`src/rtl/rca_seq_add_ctrl_pkg.sv`:
```
// Shared definitions for the sequential chunked ripple-carry adder:
// FSM state encoding, default geometry and the chunk-index width helper.
package rca_seq_add_ctrl_pkg;

    localparam int DEF_BIT_WIDTH  = 16;
    localparam int DEF_NUM_CHUNKS = 4;

    typedef enum logic [1:0] {
        ST_IDLE = 2'd0,
        ST_ADD  = 2'd1,
        ST_DONE = 2'd2
    } state_t;

    // Width of the chunk index: clog2 of the chunk count, never below one bit.
    function automatic int idx_width(input int n);
        return (n > 1) ? $clog2(n) : 1;
    endfunction

endpackage

```
`src/rtl/rca_seq_add_ctrl_if.sv`:
```
// Operand/result handshake bundle between a producer/consumer (master)
// and the sequential adder (slave).
interface rca_seq_add_ctrl_if
    import rca_seq_add_ctrl_pkg::*;
#(
    parameter int BIT_WIDTH  = DEF_BIT_WIDTH,
    parameter int NUM_CHUNKS = DEF_NUM_CHUNKS
);
    logic                             in_valid;
    logic                             in_ready;
    logic [BIT_WIDTH*NUM_CHUNKS-1:0]  add_1;
    logic [BIT_WIDTH*NUM_CHUNKS-1:0]  add_2;
    logic                             c_in;
    logic                             out_valid;
    logic                             out_ready;
    logic [BIT_WIDTH*NUM_CHUNKS-1:0]  sum;
    logic                             c_out;
    logic                             busy;

    modport master (
        output in_valid, add_1, add_2, c_in, out_ready,
        input  in_ready, out_valid, sum, c_out, busy
    );

    modport slave (
        input  in_valid, add_1, add_2, c_in, out_ready,
        output in_ready, out_valid, sum, c_out, busy
    );
endinterface

```
`src/rtl/RCA_adder.sv`:
```
// Plain ripple-carry adder used as the shared chunk datapath.
module RCA_adder #(
    parameter int BIT_WIDTH = 16
) (
    input  logic [BIT_WIDTH-1:0] a_i,
    input  logic [BIT_WIDTH-1:0] b_i,
    input  logic                 c_i,
    output logic [BIT_WIDTH-1:0] s_o,
    output logic                 c_o
);
    logic [BIT_WIDTH:0] carry;

    // Bit-serial carry ripple through full-adder cells.
    always_comb begin
        carry    = '0;
        s_o      = '0;
        carry[0] = c_i;
        for (int i = 0; i < BIT_WIDTH; i++) begin
            s_o[i]       = a_i[i] ^ b_i[i] ^ carry[i];
            carry[i + 1] = (a_i[i] & b_i[i]) | (carry[i] & (a_i[i] ^ b_i[i]));
        end
        c_o = carry[BIT_WIDTH];
    end
endmodule

```
`src/rtl/rca_seq_add_ctrl.sv`:
```
// Wide unsigned adder built from one BIT_WIDTH adder reused over NUM_CHUNKS
// cycles. Operands are captured on accept, chunks are added LSB first with
// the carry held in a register, and the result is held until consumed.
module rca_seq_add_ctrl
    import rca_seq_add_ctrl_pkg::*;
#(
    parameter int BIT_WIDTH  = DEF_BIT_WIDTH,
    parameter int NUM_CHUNKS = DEF_NUM_CHUNKS
) (
    input  logic               clk,
    input  logic               rst_n,
    rca_seq_add_ctrl_if.slave  bus
);
    localparam int              W      = BIT_WIDTH * NUM_CHUNKS;
    localparam int              KW     = idx_width(NUM_CHUNKS);
    localparam logic [KW-1:0]   K_LAST = KW'(NUM_CHUNKS - 1);

    state_t                state_q;
    logic [KW-1:0]         k_q;
    logic                  carry_q;
    logic [W-1:0]          a_q;
    logic [W-1:0]          b_q;
    logic [W-1:0]          res_q;
    logic [W-1:0]          res_d;
    logic [W-1:0]          sum_q;
    logic                  c_out_q;
    logic                  in_ready_q;
    logic                  out_valid_q;
    logic                  busy_q;

    logic [BIT_WIDTH-1:0]  chunk_a;
    logic [BIT_WIDTH-1:0]  chunk_b;
    logic [BIT_WIDTH-1:0]  chunk_sum;
    logic                  chunk_cout;

    assign chunk_a = a_q[k_q*BIT_WIDTH +: BIT_WIDTH];
    assign chunk_b = b_q[k_q*BIT_WIDTH +: BIT_WIDTH];

    RCA_adder #(
        .BIT_WIDTH (BIT_WIDTH)
    ) u_adder (
        .a_i (chunk_a),
        .b_i (chunk_b),
        .c_i (carry_q),
        .s_o (chunk_sum),
        .c_o (chunk_cout)
    );

    // Result with the current chunk merged in; committed at the end of each ADD cycle.
    always_comb begin
        res_d = res_q;
        res_d[k_q*BIT_WIDTH +: BIT_WIDTH] = chunk_sum;
    end

    // Control FSM with registered handshake/status outputs and datapath registers.
    always_ff @(posedge clk) begin
        if (!rst_n) begin
            state_q     <= ST_IDLE;
            k_q         <= '0;
            carry_q     <= 1'b0;
            a_q         <= '0;
            b_q         <= '0;
            res_q       <= '0;
            sum_q       <= '0;
            c_out_q     <= 1'b0;
            in_ready_q  <= 1'b1;
            out_valid_q <= 1'b0;
            busy_q      <= 1'b0;
        end else begin
            case (state_q)
                ST_IDLE: begin
                    if (bus.in_valid) begin
                        a_q        <= bus.add_1;
                        b_q        <= bus.add_2;
                        carry_q    <= bus.c_in;
                        k_q        <= '0;
                        state_q    <= ST_ADD;
                        in_ready_q <= 1'b0;
                        busy_q     <= 1'b1;
                    end
                end
                ST_ADD: begin
                    res_q   <= res_d;
                    carry_q <= chunk_cout;
                    k_q     <= k_q + 1'b1;
                    if (k_q == K_LAST) begin
                        state_q     <= ST_DONE;
                        sum_q       <= res_d;
                        c_out_q     <= chunk_cout;
                        out_valid_q <= 1'b1;
                    end
                end
                ST_DONE: begin
                    // The return to IDLE is its own cycle, so no accept can coincide with it.
                    if (bus.out_ready) begin
                        state_q     <= ST_IDLE;
                        out_valid_q <= 1'b0;
                        busy_q      <= 1'b0;
                        in_ready_q  <= 1'b1;
                    end
                end
                default: begin
                    state_q     <= ST_IDLE;
                    out_valid_q <= 1'b0;
                    busy_q      <= 1'b0;
                    in_ready_q  <= 1'b1;
                end
            endcase
        end
    end

    assign bus.in_ready  = in_ready_q;
    assign bus.out_valid = out_valid_q;
    assign bus.busy      = busy_q;
    assign bus.sum       = sum_q;
    assign bus.c_out     = c_out_q;
endmodule
```
`src/flat_wrapper.sv`:
```
// flat-port wrapper written by rule: the top's interface ports become plain ports
module rca_seq_add_ctrl_flat import rca_seq_add_ctrl_pkg::*;
#(
    parameter int BIT_WIDTH  = DEF_BIT_WIDTH,
    parameter int NUM_CHUNKS = DEF_NUM_CHUNKS
)
  (clk, rst_n, bus_in_valid, bus_add_1, bus_add_2, bus_c_in, bus_out_ready, bus_in_ready, bus_out_valid, bus_sum, bus_c_out, bus_busy);
  rca_seq_add_ctrl_if #(.BIT_WIDTH(BIT_WIDTH), .NUM_CHUNKS(NUM_CHUNKS)) bus_i ();
  input  logic clk;
  input  logic rst_n;
  input wire logic [$bits(bus_i.in_valid)-1:0] bus_in_valid;
  input wire logic [$bits(bus_i.add_1)-1:0] bus_add_1;
  input wire logic [$bits(bus_i.add_2)-1:0] bus_add_2;
  input wire logic [$bits(bus_i.c_in)-1:0] bus_c_in;
  input wire logic [$bits(bus_i.out_ready)-1:0] bus_out_ready;
  output wire logic [$bits(bus_i.in_ready)-1:0] bus_in_ready;
  output wire logic [$bits(bus_i.out_valid)-1:0] bus_out_valid;
  output wire logic [$bits(bus_i.sum)-1:0] bus_sum;
  output wire logic [$bits(bus_i.c_out)-1:0] bus_c_out;
  output wire logic [$bits(bus_i.busy)-1:0] bus_busy;
  assign bus_i.in_valid = bus_in_valid;
  assign bus_i.add_1 = bus_add_1;
  assign bus_i.add_2 = bus_add_2;
  assign bus_i.c_in = bus_c_in;
  assign bus_i.out_ready = bus_out_ready;
  assign bus_in_ready = bus_i.in_ready;
  assign bus_out_valid = bus_i.out_valid;
  assign bus_sum = bus_i.sum;
  assign bus_c_out = bus_i.c_out;
  assign bus_busy = bus_i.busy;
  rca_seq_add_ctrl #(.BIT_WIDTH(BIT_WIDTH), .NUM_CHUNKS(NUM_CHUNKS)) u_core (.clk(clk), .rst_n(rst_n), .bus(bus_i));
endmodule
```
`config.mk`:
```
export PLATFORM = sky130hd
export DESIGN_NAME = rca_seq_add_ctrl_flat
export DESIGN_NICKNAME = d
export VERILOG_FILES = /design/src/rtl/rca_seq_add_ctrl_pkg.sv /design/src/rtl/rca_seq_add_ctrl_if.sv /design/src/rtl/RCA_adder.sv /design/src/rtl/rca_seq_add_ctrl.sv /design/src/flat_wrapper.sv
export SDC_FILE = /design/constraint.sdc
export NUM_CORES = 1
export LEC_CHECK = 0
export ABC_AREA = 0
export CAP_MARGIN = 20
export CORE_ASPECT_RATIO = 1.5
export CORE_MARGIN = 10
export CORE_UTILIZATION = 53
export DETAILED_ROUTE_END_ITERATION = 10
export PLACE_DENSITY = 0.8
export SYNTH_ARGS = -nofsm -noshare
export SYNTH_HDL_FRONTEND = slang
export SYNTH_HIERARCHICAL = 1
export SYNTH_SLANG_ARGS = --single-unit
```
`constraint.sdc`:
```
create_clock -name clk -period 21 [get_ports clk]
set_input_delay 2.1 -clock clk [delete_from_list [all_inputs] [get_ports clk]]
set_output_delay 2.1 -clock clk [all_outputs]
set_load 0.02 [all_outputs]
```
==> flow_summary.yaml, run 1 <==
run_status:
  outcome: "completed"
clock_tree:
  insertion_delay_ns: 0.52
  hold_buffers: 0
  cts_resized: 0
  htree_levels: 1
  cts_buffers: 24
  clkSinkCount: 265
  cts_root_buf: "clkbuf_16"
  clk_pin_slew_ns: 0.06
  post_cts_buffers: 0
  cts_tree: "yes"
  clk_path_buf_depth: 3
critical_path:
  crit_type: "reg2reg"
  setup.worst_path.start_class: "flop"
  crit_family: "adder cells"
  cp_max_fo: 32
  cp_slowest_cell: "mux4_2"
  reg2reg_depth: 24
  path_depth: 24
  critPathMaxStageDelay_ns: 0.61
  worstPathCellList: "buf_4 -> mux4_2 -> fa_1 -> inv_1 -> fa_1 -> inv_1 -> fa_1 -> fa_1 -> fa_1 -> fa_1 -> fa_1 -> fa_1 -> fa_1 -> fa_1 -> fa_1 -> fa_1 -> fa_1 -> fa_1 -> fa_1 -> inv_1 -> fa_1 -> inv_1 -> nand2_1 -> o22ai_1"
  arrival_ns: 9.03
  crit_buf_inv: 5
  cp_common_cell: "fa_1"
  worstSetupEndpointType: "flop"
  required_ns: 21.42
logic_synthesis:
  synth_area_per_cell_um2: 8.74
  synth_xor_area_share_pct: 0
  syn_area_um2: 11100
  synth_flop_cell: "dfxtp_1"
  yosysSeqAreaShare_pct: 48.0
  synthDistinctLibCells: 39
  yosysWarnings: 6
  synthArstFlopShare_pct: 0
  synth-compound-area-share_pct: 19.8
  synth_simple_gate_area_share_pct: 16.5
  synth_top_family_by_area: "compound AO/OA/AOI/OAI gates"
  synth_nets: 1419
  synth_mux_area_share_pct: 6.88
  synthAdderAreaFrac_pct: 3.58
  ys_ff_latch: 265
  synth_edf_count: 0
  synthCells: 1264
drt:
  drt-initial-drc-count: 946
  routed-wl-met3_um: 2600
  vias_per_cell: 5.86
  routed_wl_um: 33100
  vias: 9801
  wire_per_inst_um: 19.8
  routed.top_layer: "met4"
  antenna_left: 0
  first_pass_iters: 6
  drc: 0
  routed-wl-met2_um: 16700
  drt-met1-wl_um: 11900
timing:
  tightest_slew_ns: 1.13
  fin_skew_ns: 0.00901
  hold_ws_ns: 0.452
  hold_viol: 0
  slew_headroom_pct: 24.8
  min_period_over_period_pct: 41.0
  max_freq_mhz: 116
  report.final.slew_viol_count: 0
  period_needed_ns: 8.61
  fin_tns_setup_ns: 0
  rsz0062_at_grt: "false"
  finalSetupViolations: 0
pwr:
  ir_drop_mv: 0.0538
  power_density_nw_per_um2: 80.9
  leakagePower_nw: 4.97
die:
  core_area_um2: 20500
  start_util_pct: 53.9
  die_area_um2: 27100
  rows: 64
  die_w_um: 138
  fp.dieH_um: 197
  pin_count: 201
placement:
  io_buffers: 200
  dp_hpwl_um: 22800
  place.gp.congestion: 0.854
worst_hold_path:
  worstHoldPathType: "reg2reg"
  hold_depth: 2
flow_run:
  maxCapViolations: 0
grt:
  antenna_found_initial: 1
  grt_pass1_wl_um: 51400
  grt-ovfl-total: 0
  grt_pass1_vias: 9720
  grt_max_degree: 113
  track_usage_pct: 23.7
final_layout:
  nets: 1546
  drive_above_1_share_pct: 6.82
  syn_to_final_growth_pct: 25.0
metrics by stage:
step                      worst slack (ns)  instances  cell area [um2]  power (mW)  utilization (%)
after floorplan                      13.08       1264            11100       0.621                -
after global placement               12.64       1627            13000       0.675             63.3
after detailed placement             12.52       1627            13000       0.678             63.3
after CTS                            12.44       1670            13800        1.12             67.2
after global routing                 11.98       1673            13800        1.15             67.4
final                                12.39       1673            13800        1.12             67.4
power by group:
part | switching [mW] | total (mW) | internal, mW
sequential | 0.0102 | 0.531 | 0.520
clock | 0.184 | 0.447 | 0.264
combinational | 0.0829 | 0.140 | 0.0566
total | 0.277 | 1.12 | 0.841
cell type report:
class,count,area [um2]
clock buffers,37,731
multi-input cells,869,5180
fillers,1654,6690
clock inverters,6,82.6
inverters,17,66.3
diodes,1,2.50
well taps,264,330
repair buffers,214,2110
flip-flops and latches,265,5310
synthesized netlist by cell type (3+ instances only):
master	number	area, um2
nor2b_1	50	313
o22ai_1	45	282
ha_1	6	75.1
buf_1	7	26.3
a32oi_1	31	272
nand3_1	3	15.0
nor2_1	21	78.8
nand2b_1	5	31.3
and3b_1	4	35.0
o21ai_0	67	335
fa_1	16	320
nand2_1	321	1200
a31oi_1	32	200
a21oi_1	213	1070
nand4_1	3	18.8
inv_1	16	60.1
dfxtp_1	265	5310
buf_6	4	45.0
mux2i_1	4	40.0
clkbuf_1	55	206
mux4_2	32	721
buf_2	46	230
metal layers:
layer  track usage, %  vias to the layer above
met5                0                        -
met4             12.4                        0
met3             4.86                       83
met2             40.6                      444
met1             26.8                     4637
li1                 -                     4637
logic make-up (layout without fill, tap and decap cells):
logic type | Yosys count | count (layout)
compound gates | 392 | 392
flops | 265 | 265
buf+inv | 130 | 274
mux | 36 | 36
fa+ha+maj | 22 | 22
other cells | 0 | 1
simple gates | 419 | 419
cells in the final DEF, fill, tap and decap left out, types with 4 or more instances in the layout:
master,count
a21oi_1,213
a31oi_1,32
a32oi_1,31
buf_4,12
clkbuf_1,6
clkbuf_16,25
clkbuf_8,6
clkdlybuf4s50_1,199
dfxtp_1,263
fa_1,16
ha_1,6
inv_1,16
mux2i_1,4
mux4_2,32
nand2_1,321
nand2b_1,5
nor2_1,21
nor2b_1,50
o21ai_0,67
o22ai_1,45
state kept, by name, summed over array words and instances (netlist names):
signal and flops:
u_core/bus.out_valid 1, u_core/res_q 64, u_core/b_q 64, u_core/state_q 2, u_core/bus.c_out 1, u_core/a_q 64
u_core/carry_q 1, u_core/k_q 2, u_core/bus.busy 1, u_core/bus.sum 64, u_core/bus.in_ready 1
final timing paths:
path,startpoint,slack (ns),to
min,u_core/b_q[50],0.45,u_core/b_q[50]
max reg2reg,u_core/k_q[0],12.39,u_core/res_q[31]
min reg2reg,u_core/b_q[50],0.45,u_core/b_q[50]
max,u_core/k_q[0],12.39,u_core/res_q[31]
tightest hold or removal path, cell delays in order, from the launching register on:
cell and delay, ns:
dfxtp_1 0.31, nand2_1 0.05, a21oi_1 0.05
(Power assumes the default switching activity.)
==> inputs of run 2 (changes only) <==
- clock period: 21 -> 8.3 ns (I/O delays scaled with it)
==> run 2 against run 1 <==
Sequential power grew to 2.5 times the previous value. Final cell count rose by 0.18%. Total power grew to 2.6 times the previous value. Non-clock buffer count is 3 higher. Critical endpoint unchanged. Highest routed layer is now met5. Fmax rose by 8.2%.
==> flow_summary.yaml, run 2 (synthesis gave the netlist of run 1 again) <==
final_layout:
  nets: 1549
  instances_no_fill: 1676
  fillCellCount: 1622
  final_area_um2: 14000
  diodes: 0
  mostFrequentLayoutCells: "nand2_1 (321), dfxtp_1 (263), a21oi_1 (213)"
  final_common_cell: "nand2_1"
  syn_to_final_growth_pct: 26.2
  drive_above_1_share_pct: 7.37
  postLayoutCoreUtil_pct: 68.1
die:
  start_util_pct: 53.9
  rows: 64
  die_w_um: 138
  core_area_um2: 20500
  fp.dieH_um: 197
  pin_count: 201
  die_area_um2: 27100
grt:
  grt_pass1_vias: 9712
  track_usage_pct: 23.8
  grt.met3_usage_pct: 5.27
  grt_pass1_wl_um: 51600
  use_met2_pct: 41.3
  grt-ovfl-total: 0
  grt_max_degree: 130
  use_met1_pct: 25.8
  antenna_found_initial: 1
  top_usage_layer: "met2"
clock_tree:
  post_cts_buffers: 0
  clk_pin_slew_ns: 0.06
  clk_path_buf_depth: 3
  cts_resized: 0
  htree_levels: 1
  clkSinkCount: 265
  hold_buffers: 0
  insertion_delay_ns: 0.53
  cts_buffers: 24
  cts_root_buf: "clkbuf_16"
  cts_tree: "yes"
critical_path:
  arrival_ns: 8.38
  cp_max_fo: 6
  reg2reg_depth: 23
  worstSetupEndpointType: "flop"
  required_ns: 8.73
  crit_type: "reg2reg"
  setup.worst_path.start_class: "flop"
timing:
  slew_headroom_pct: 26.8
  rsz0062_at_grt: "false"
  finalSetupViolations: 0
  min_period_over_period_pct: 95.8
  tightest_slew_ns: 1.09
  hold_viol: 0
  fin_skew_ns: 0.00742
  max_freq_mhz: 126
  fin_tns_setup_ns: 0
  period_needed_ns: 7.95
  report.final.slew_viol_count: 0
flow_run:
  maxCapViolations: 0
drt:
  vias: 9681
  drc: 0
  wire_per_inst_um: 20.0
  routed_wl_um: 33600
  antenna_left: 0
  drt-initial-drc-count: 1000
  first_pass_iters: 6
  vias_per_cell: 5.78
worst_hold_path:
  hold_depth: 2
  worstHoldPathType: "reg2reg"
pwr:
  power_density_nw_per_um2: 210
  ir_drop_mv: 0.162
  leakagePower_nw: 5.04
placement:
  dp_hpwl_um: 23200
  dpl.cell_count: 1628
  placed_area_um2: 13000
  place.gp.congestion: 0.885
  io_buffers: 200
run_status:
  outcome: "completed"
-- run 2: cell count changes in the layout (fill, tap and decap cells not counted), moves of 2 or more --
cell       before  now
clkbuf_1        6    2
buf_16          0    3
clkinv_2        3    6
bufinv_16       2    4
-- run 2: cell type report --
type | instances | area, um2 | share of cell area (%)
Clock inverter | 10 | 150 | 1.08
Timing Repair Buffer | 217 | 2190 | 15.7
Multi-Input combinational cell | 869 | 5180 | 37.1
Inverter | 17 | 66.3 | 0.475
Tap cell | 264 | 330 | 2.37
Clock buffer | 34 | 729 | 5.23
Sequential cell | 265 | 5310 | 38.0
-- run 2: final timing paths --
| check | start | to | slack, ns |
|---|---|---|---|
| worst max-delay path | u_core/k_q[0] | u_core/res_q[31] | 0.35 |
| worst min-delay path | u_core/b_q[7] | u_core/b_q[7] | 0.45 |
| worst max register to register | u_core/k_q[0] | u_core/res_q[31] | 0.35 |
| worst min register to register | u_core/b_q[7] | u_core/b_q[7] | 0.45 |
-- run 2: metrics by stage --
stage               setup WS [ns]  hold WS [ns]  power (mW)
floorplan                   0.380         0.431        1.57
global placement            0.594         0.439        1.71
detailed placement          0.441         0.444        1.72
CTS                         0.403         0.453        2.92
global route               0.0518         0.470        3.01
finish                      0.350         0.451        2.93
-- run 2: report_power, final --
part | internal, mW | switching [mW] | total (mW)
clock network | 0.735 | 0.488 | 1.22
registers | 1.32 | 0.0267 | 1.34
logic | 0.147 | 0.214 | 0.360
-- run 2: worst max-delay path, stage by stage (launching register included) --
cell,delay [ns]
dfxtp_2,0.43
mux4_2,0.54
fa_1,0.44
inv_1,0.08
fa_1,0.15
inv_1,0.05
fa_1,0.37
fa_1,0.38
fa_1,0.41
fa_1,0.39
fa_1,0.40
fa_1,0.40
fa_1,0.42
fa_1,0.40
fa_1,0.40
fa_1,0.39
fa_1,0.40
fa_1,0.39
fa_1,0.38
inv_1,0.08
fa_1,0.42
inv_1,0.20
nand2_1,0.13
o22ai_1,0.21
-- run 2: layer usage --
metal	vias up	share of wire [%]
met2	411	50
met3	101	7.5
met1	4523	36
met5	-	0.039
met4	2	6.1
li1	4644	-
